## config.mk

```make
export PLATFORM = sky130hd
export DESIGN_NAME = tap_timer
export DESIGN_NICKNAME = d
export VERILOG_FILES = /design/src/rtl/tap_timer.sv
export SDC_FILE = /design/constraint.sdc
export NUM_CORES = 1
export LEC_CHECK = 0
export ABC_AREA = 1
export CELL_PAD_IN_SITES_DETAIL_PLACEMENT = 1
export CELL_PAD_IN_SITES_GLOBAL_PLACEMENT = 2
export CORE_MARGIN = 4
export CORE_UTILIZATION = 32
export CTS_CLUSTER_DIAMETER = 30
export DETAILED_ROUTE_END_ITERATION = 8
export DONT_BUFFER_PORTS = 1
export GPL_TIMING_DRIVEN = 0
export PLACE_DENSITY_LB_ADDON = 0.1
export SYNTH_ARGS = -nofsm -noshare
export SYNTH_HDL_FRONTEND = slang
export SYNTH_SLANG_ARGS = --single-unit
```

## constraint.sdc

```tcl
create_clock -name clk -period 1.8 [get_ports clk]
set_input_delay 0.09 -clock clk [delete_from_list [all_inputs] [get_ports clk]]
set_output_delay 0.09 -clock clk [all_outputs]
set_load 0.01 [all_outputs]
```

## src/rtl/tap_timer.sv

```systemverilog
// Bank of tap-driven countdown timers: each channel counts strobes of one selected
// timebase tap and pulses fire on expiry, one-shot or periodic.
module tap_timer #(
  parameter int unsigned NTAPS = 6,
  parameter int unsigned NCH   = 4,
  parameter int unsigned CHW   = 2,
  parameter int unsigned TSW   = 3,
  parameter int unsigned CW    = 16
) (
  input  logic             clk,
  input  logic             rst,
  input  logic [NTAPS-1:0] taps,
  input  logic             cfg_valid,
  input  logic [CHW-1:0]   cfg_ch,
  input  logic             cfg_start,
  input  logic             cfg_mode,
  input  logic [TSW-1:0]   cfg_tap,
  input  logic [CW-1:0]    cfg_period,
  output logic             cfg_err,
  output logic [NCH-1:0]   fire,
  output logic [NCH-1:0]   active,
  input  logic [CHW-1:0]   rd_ch,
  output logic [CW-1:0]    rd_count
);

  localparam logic [0:0] ST_IDLE = 1'b0;
  localparam logic [0:0] ST_RUN  = 1'b1;

  // Command and strobe inputs are registered once, so a command and a strobe
  // seen at the same edge are resolved together one cycle later.
  logic             cmd_v_q, cmd_v_d;
  logic [CHW-1:0]   cmd_ch_q, cmd_ch_d;
  logic             cmd_start_q, cmd_start_d;
  logic             cmd_mode_q, cmd_mode_d;
  logic [TSW-1:0]   cmd_tap_q, cmd_tap_d;
  logic [CW-1:0]    cmd_period_q, cmd_period_d;
  logic [NTAPS-1:0] taps_q, taps_d;

  logic [TSW-1:0] tap_sel_q [NCH];
  logic [TSW-1:0] tap_sel_d [NCH];
  logic [CW-1:0]  period_q  [NCH];
  logic [CW-1:0]  period_d  [NCH];
  logic [CW-1:0]  count_q   [NCH];
  logic [CW-1:0]  count_d   [NCH];
  logic [0:0]     state_q   [NCH];
  logic [0:0]     state_d   [NCH];
  logic [NCH-1:0] mode_q, mode_d;
  logic [NCH-1:0] fire_q, fire_d;
  logic           cfg_err_q, cfg_err_d;
  logic [CW-1:0]  rd_count_q, rd_count_d;

  logic ch_ok, tap_ok, per_ok, cmd_accept;

  always_comb begin
    cmd_v_d      = cfg_valid;
    cmd_ch_d     = cfg_ch;
    cmd_start_d  = cfg_start;
    cmd_mode_d   = cfg_mode;
    cmd_tap_d    = cfg_tap;
    cmd_period_d = cfg_period;
    taps_d       = taps;

    tap_sel_d = tap_sel_q;
    period_d  = period_q;
    count_d   = count_q;
    state_d   = state_q;
    mode_d    = mode_q;
    fire_d    = '0;

    ch_ok      = 32'(cmd_ch_q) < NCH;
    tap_ok     = 32'(cmd_tap_q) < NTAPS;
    per_ok     = cmd_period_q != '0;
    cmd_accept = cmd_v_q && ch_ok && (!cmd_start_q || (tap_ok && per_ok));
    cfg_err_d  = cmd_v_q && !cmd_accept;

    for (int unsigned i = 0; i < NCH; i++) begin
      // An accepted command to this channel takes priority over its strobe.
      if (cmd_accept && cmd_ch_q == CHW'(i)) begin
        if (cmd_start_q) begin
          tap_sel_d[i] = cmd_tap_q;
          period_d[i]  = cmd_period_q;
          mode_d[i]    = cmd_mode_q;
          count_d[i]   = cmd_period_q;
          state_d[i]   = ST_RUN;
        end else begin
          count_d[i]   = '0;
          state_d[i]   = ST_IDLE;
        end
      end else if (state_q[i] == ST_RUN && taps_q[tap_sel_q[i]]) begin
        if (count_q[i] == CW'(1)) begin
          fire_d[i] = 1'b1;
          if (mode_q[i]) begin
            count_d[i] = period_q[i];
          end else begin
            count_d[i] = '0;
            state_d[i] = ST_IDLE;
          end
        end else begin
          count_d[i] = count_q[i] - CW'(1);
        end
      end
    end

    rd_count_d = '0;
    for (int unsigned i = 0; i < NCH; i++) begin
      if (rd_ch == CHW'(i)) rd_count_d = count_q[i];
    end
  end

  always_ff @(posedge clk) begin
    if (rst) begin
      cmd_v_q      <= 1'b0;
      cmd_ch_q     <= '0;
      cmd_start_q  <= 1'b0;
      cmd_mode_q   <= 1'b0;
      cmd_tap_q    <= '0;
      cmd_period_q <= '0;
      taps_q       <= '0;
      tap_sel_q    <= '{default: '0};
      period_q     <= '{default: '0};
      count_q      <= '{default: '0};
      state_q      <= '{default: ST_IDLE};
      mode_q       <= '0;
      fire_q       <= '0;
      cfg_err_q    <= 1'b0;
      rd_count_q   <= '0;
    end else begin
      cmd_v_q      <= cmd_v_d;
      cmd_ch_q     <= cmd_ch_d;
      cmd_start_q  <= cmd_start_d;
      cmd_mode_q   <= cmd_mode_d;
      cmd_tap_q    <= cmd_tap_d;
      cmd_period_q <= cmd_period_d;
      taps_q       <= taps_d;
      tap_sel_q    <= tap_sel_d;
      period_q     <= period_d;
      count_q      <= count_d;
      state_q      <= state_d;
      mode_q       <= mode_d;
      fire_q       <= fire_d;
      cfg_err_q    <= cfg_err_d;
      rd_count_q   <= rd_count_d;
    end
  end

  always_comb begin
    active = '0;
    for (int unsigned i = 0; i < NCH; i++) active[i] = (state_q[i] == ST_RUN);
  end

  assign fire     = fire_q;
  assign cfg_err  = cfg_err_q;
  assign rd_count = rd_count_q;

endmodule
```

==> results.md <==
* Outcome: finished, final reports clean
* DP HPWL at 34.6 mm
* Power Density at 712 nW/um^2
* Synth Register Bits at 199
* Top cells by area, synth: dfxtp_1 37%, nand2_1 20%, nand3_1 12%
* Most used DFF post-synth: dfxtp_1
* Final instance area at 13200 um^2
* Post-synth EDFFs at 0
* # diodes at 0
* Cell with the most instances after synthesis: nand2_1
* Clock skew at 16.3 ps
* Critical Path Sink Type: flip-flop
* Area of the multi-input gates at 6220 um^2
* Commonest cells in the netlist: 576 x nand2_1, 263 x nand3_1, 209 x inv_1
* Relative slew slack at 33.8%
* Post-synthesis mux area share at 0%
* CP startpoint kind: flip-flop
* Worst Path Class, Setup: flip-flop to flip-flop
* Endpoints failing setup at 0
* Max clock buf depth at 2
* Critical-path maximum fanout at 10
* Drt drc at 0
* Yosys cell types at 34
* Worst Path Required at 2160 ps
* Gpl congestion at 0.878
* Syn_area_per_cell at 6.23 um^2
* Post-synthesis sequential area ratio at 37.1%
* H-tree levels at 4
* Critical Path AT at 2100 ps
* RSZ-0062 raised after global routing: yes
* CP delay by family, top: simple AND/OR/NAND/NOR gates
* Adder-Cell Fraction of Synth Area at 0.931%
* Largest net degree at the start of global routing at 18
* FMAX at 575 MHz
* Total GRT Usage at 24.7%
* # rows at 66
* Synth-to-layout area growth at 23.1%
* Hold WC Path Type: primary input to flip-flop
* Synth top area share at 37.1%
* Non-Filler Instances at 2256
* Placeable Area at 32900 um^2
* Dpl cells at 2167
* Avg Vias per Cell at 4.99
* Root buf cell: clkbuf_16
* Crit path buf inv count at 3
* Peak VDD IR at 0.688 mV
* Routed vias at 11300
* Max Cap Viol at 0
* 1st-pass router iterations at 5
* Clk slew on worst S/H paths at 70 ps
* Initial antenna violation count at 0
* Hold Fails Final Rpt at 0
* Die area at 36600 um^2
* XOR/XNOR Fraction of Synth Area at 1.79%
* Final Util at 40.3%
* DRT antenna net count at 0
* Final period utilization at 96.7%
* CTS tree: done
* Number of clock sinks at 199
* Async set or reset register ratio after synthesis at 0%
* WL/cell at 20.1 um
* Die extent in y at 191 um
* Final Power at 0.00942 W
* R2r setup slk at 60 ps
* Fraction of layout cells with a size suffix above 1 at 15.8%
* Initial drt markers at 786
* Synth Warn # at 0
* Post-synthesis compound-gate area fraction at 8.22%
* Min Clock Period, post-route at 1740 ps
* Max-slew violations at 0
* Post-DP Area at 11300 um^2
* Critical path cell sequence: nor2_1, nand2_1, nor2_2, nand2_2, nand2_4, nand2_4, nand3_4, inv_4, buf_6, nand2_2, nand3_1, nand2_1, inv_1
* Vias in the first global route at 11300
* Worst-Margin Slew at 993 ps
* Final setup TNS at 0 ps
* Nets at 1843
* Die width at 191 um
* Synthesized cell area at 10800 um^2
* Mapped Cells at 1725
* Worst-skew pair later-pin latency at 460 ps
* Remaining Overflow, GRT at 0
* First-pass GRT wire length at 68.4 mm
* I/O pins at 59
* TritonCTS Buffers at 17
* Initial cell density of the core at 32.7%
* Syn Nets at 1767
* Leak at 6.32 nW
* Cell taking the most area after synthesis: dfxtp_1
* Largest family of logic cells by synthesized area: simple AND/OR/NAND/NOR gates
* Post-synthesis simple-gate area fraction at 41.4%
* Slowest CP cell: dfxtp_1
* Routed WL at 45.3 mm
* IO Port Bufs at 0
* Filler instances at 4305
* Register area at 4010 um^2
* Max incr delay on CP at 320 ps
==> layout make-up <==
| class | instances | area share [%] |
|---|---|---|
| clock buffers | 20 | 3.53 |
| flip-flops and latches | 199 | 30.3 |
| well taps | 442 | 4.18 |
| multi-input cells | 1243 | 47.0 |
| repair inverters | 1 | 0.0378 |
| clock inverters | 12 | 0.851 |
| plain buffers | 69 | 3.37 |
| inverters | 216 | 6.65 |
| repair buffers | 54 | 4.12 |
==> registers in the layout, summed over array words and instances, names as in the netlist <==
signal and flops:
active 4, cfg_err 1, cmd_ch_q 2, cmd_mode_q 1, cmd_period_q 16, cmd_start_q 1, cmd_tap_q 3, cmd_v_q 1
count_q 64, fire 4, mode_q 4, period_q 64, rd_count 16, tap_sel_q 12, taps_q 6
==> through the flow <==
stage | setup WS (ps) | hold slack (ps)
finish | 59.4 | 30.2
global route | -65.7 | 62.9
CTS | -5.44 | 10.8
detailed placement | -231 | 201
global placement | -243 | 198
floorplan | 158 | 197
==> worst paths after layout <==
check | depth (start not counted) | to | start
max | 13 | count_q[3] | cmd_period_q[11]
min | 4 | rd_count[7] | rd_ch[1]
max reg2reg | 13 | count_q[3] | cmd_period_q[11]
min reg2reg | 2 | period_q[23] | period_q[23]
==> power by group <==
| part | internal [W] | switching (W) | leakage, nW | total, W |
|---|---|---|---|---|
| Combinational | 0.000299 | 0.000634 | 4.41 | 0.000934 |
| Sequential | 0.00446 | 0.0000689 | 1.62 | 0.00453 |
| Clock | 0.00204 | 0.00191 | 0.284 | 0.00395 |
==> layout by cell type (no fill, tap or decap), drive strengths merged, types with 3 or more instances in the layout <==
cell type    count
nand3          268
nand2          581
clkbuf          57
clkinv           7
nor3            11
clkinvlp        17
nand4           12
ha               8
xnor2            3
o221ai           7
buf             55
a21oi           95
o22ai           11
inv            204
nor2           168
dfxtp          199
nor4             3
o21ai           45
dlygate4sd3     31
xor2            19
nand3b           7
==> logic make-up after synthesis <==
group / Yosys count
adders and majority gates: 8
DFF: 199
buffers and inverters: 285
and+or+nand+nor: 1048
xor gates and xnor gates: 22
AOI/OAI and AO/OA: 163
==> tightest hold or removal path: stages <==
cell and delay (ps):
o21ai_0 60, o221ai_1 120, o211ai_1 110, inv_1 70
==> per-layer routing <==
metal  GRT usage, %  wire (um)
met1           33.9      21200
met2           39.8      20600
met3           3.16       1990
met4           8.92       1520
met5              0          0
==> repair_timing <==
| item | CTS | global route |
|---|---|---|
| gates cloned | 1 | 5 |
| buffers inserted | 8 | 12 |
| hold buffers | 31 | 0 |
| setup endpoints to repair | 139 | 125 |
| gates resized for setup | 83 | 183 |
| endpoints found under the hold margin | 32 | 0 |
| pin swaps | 9 | 25 |
Power figures use the tool's default switching activity.
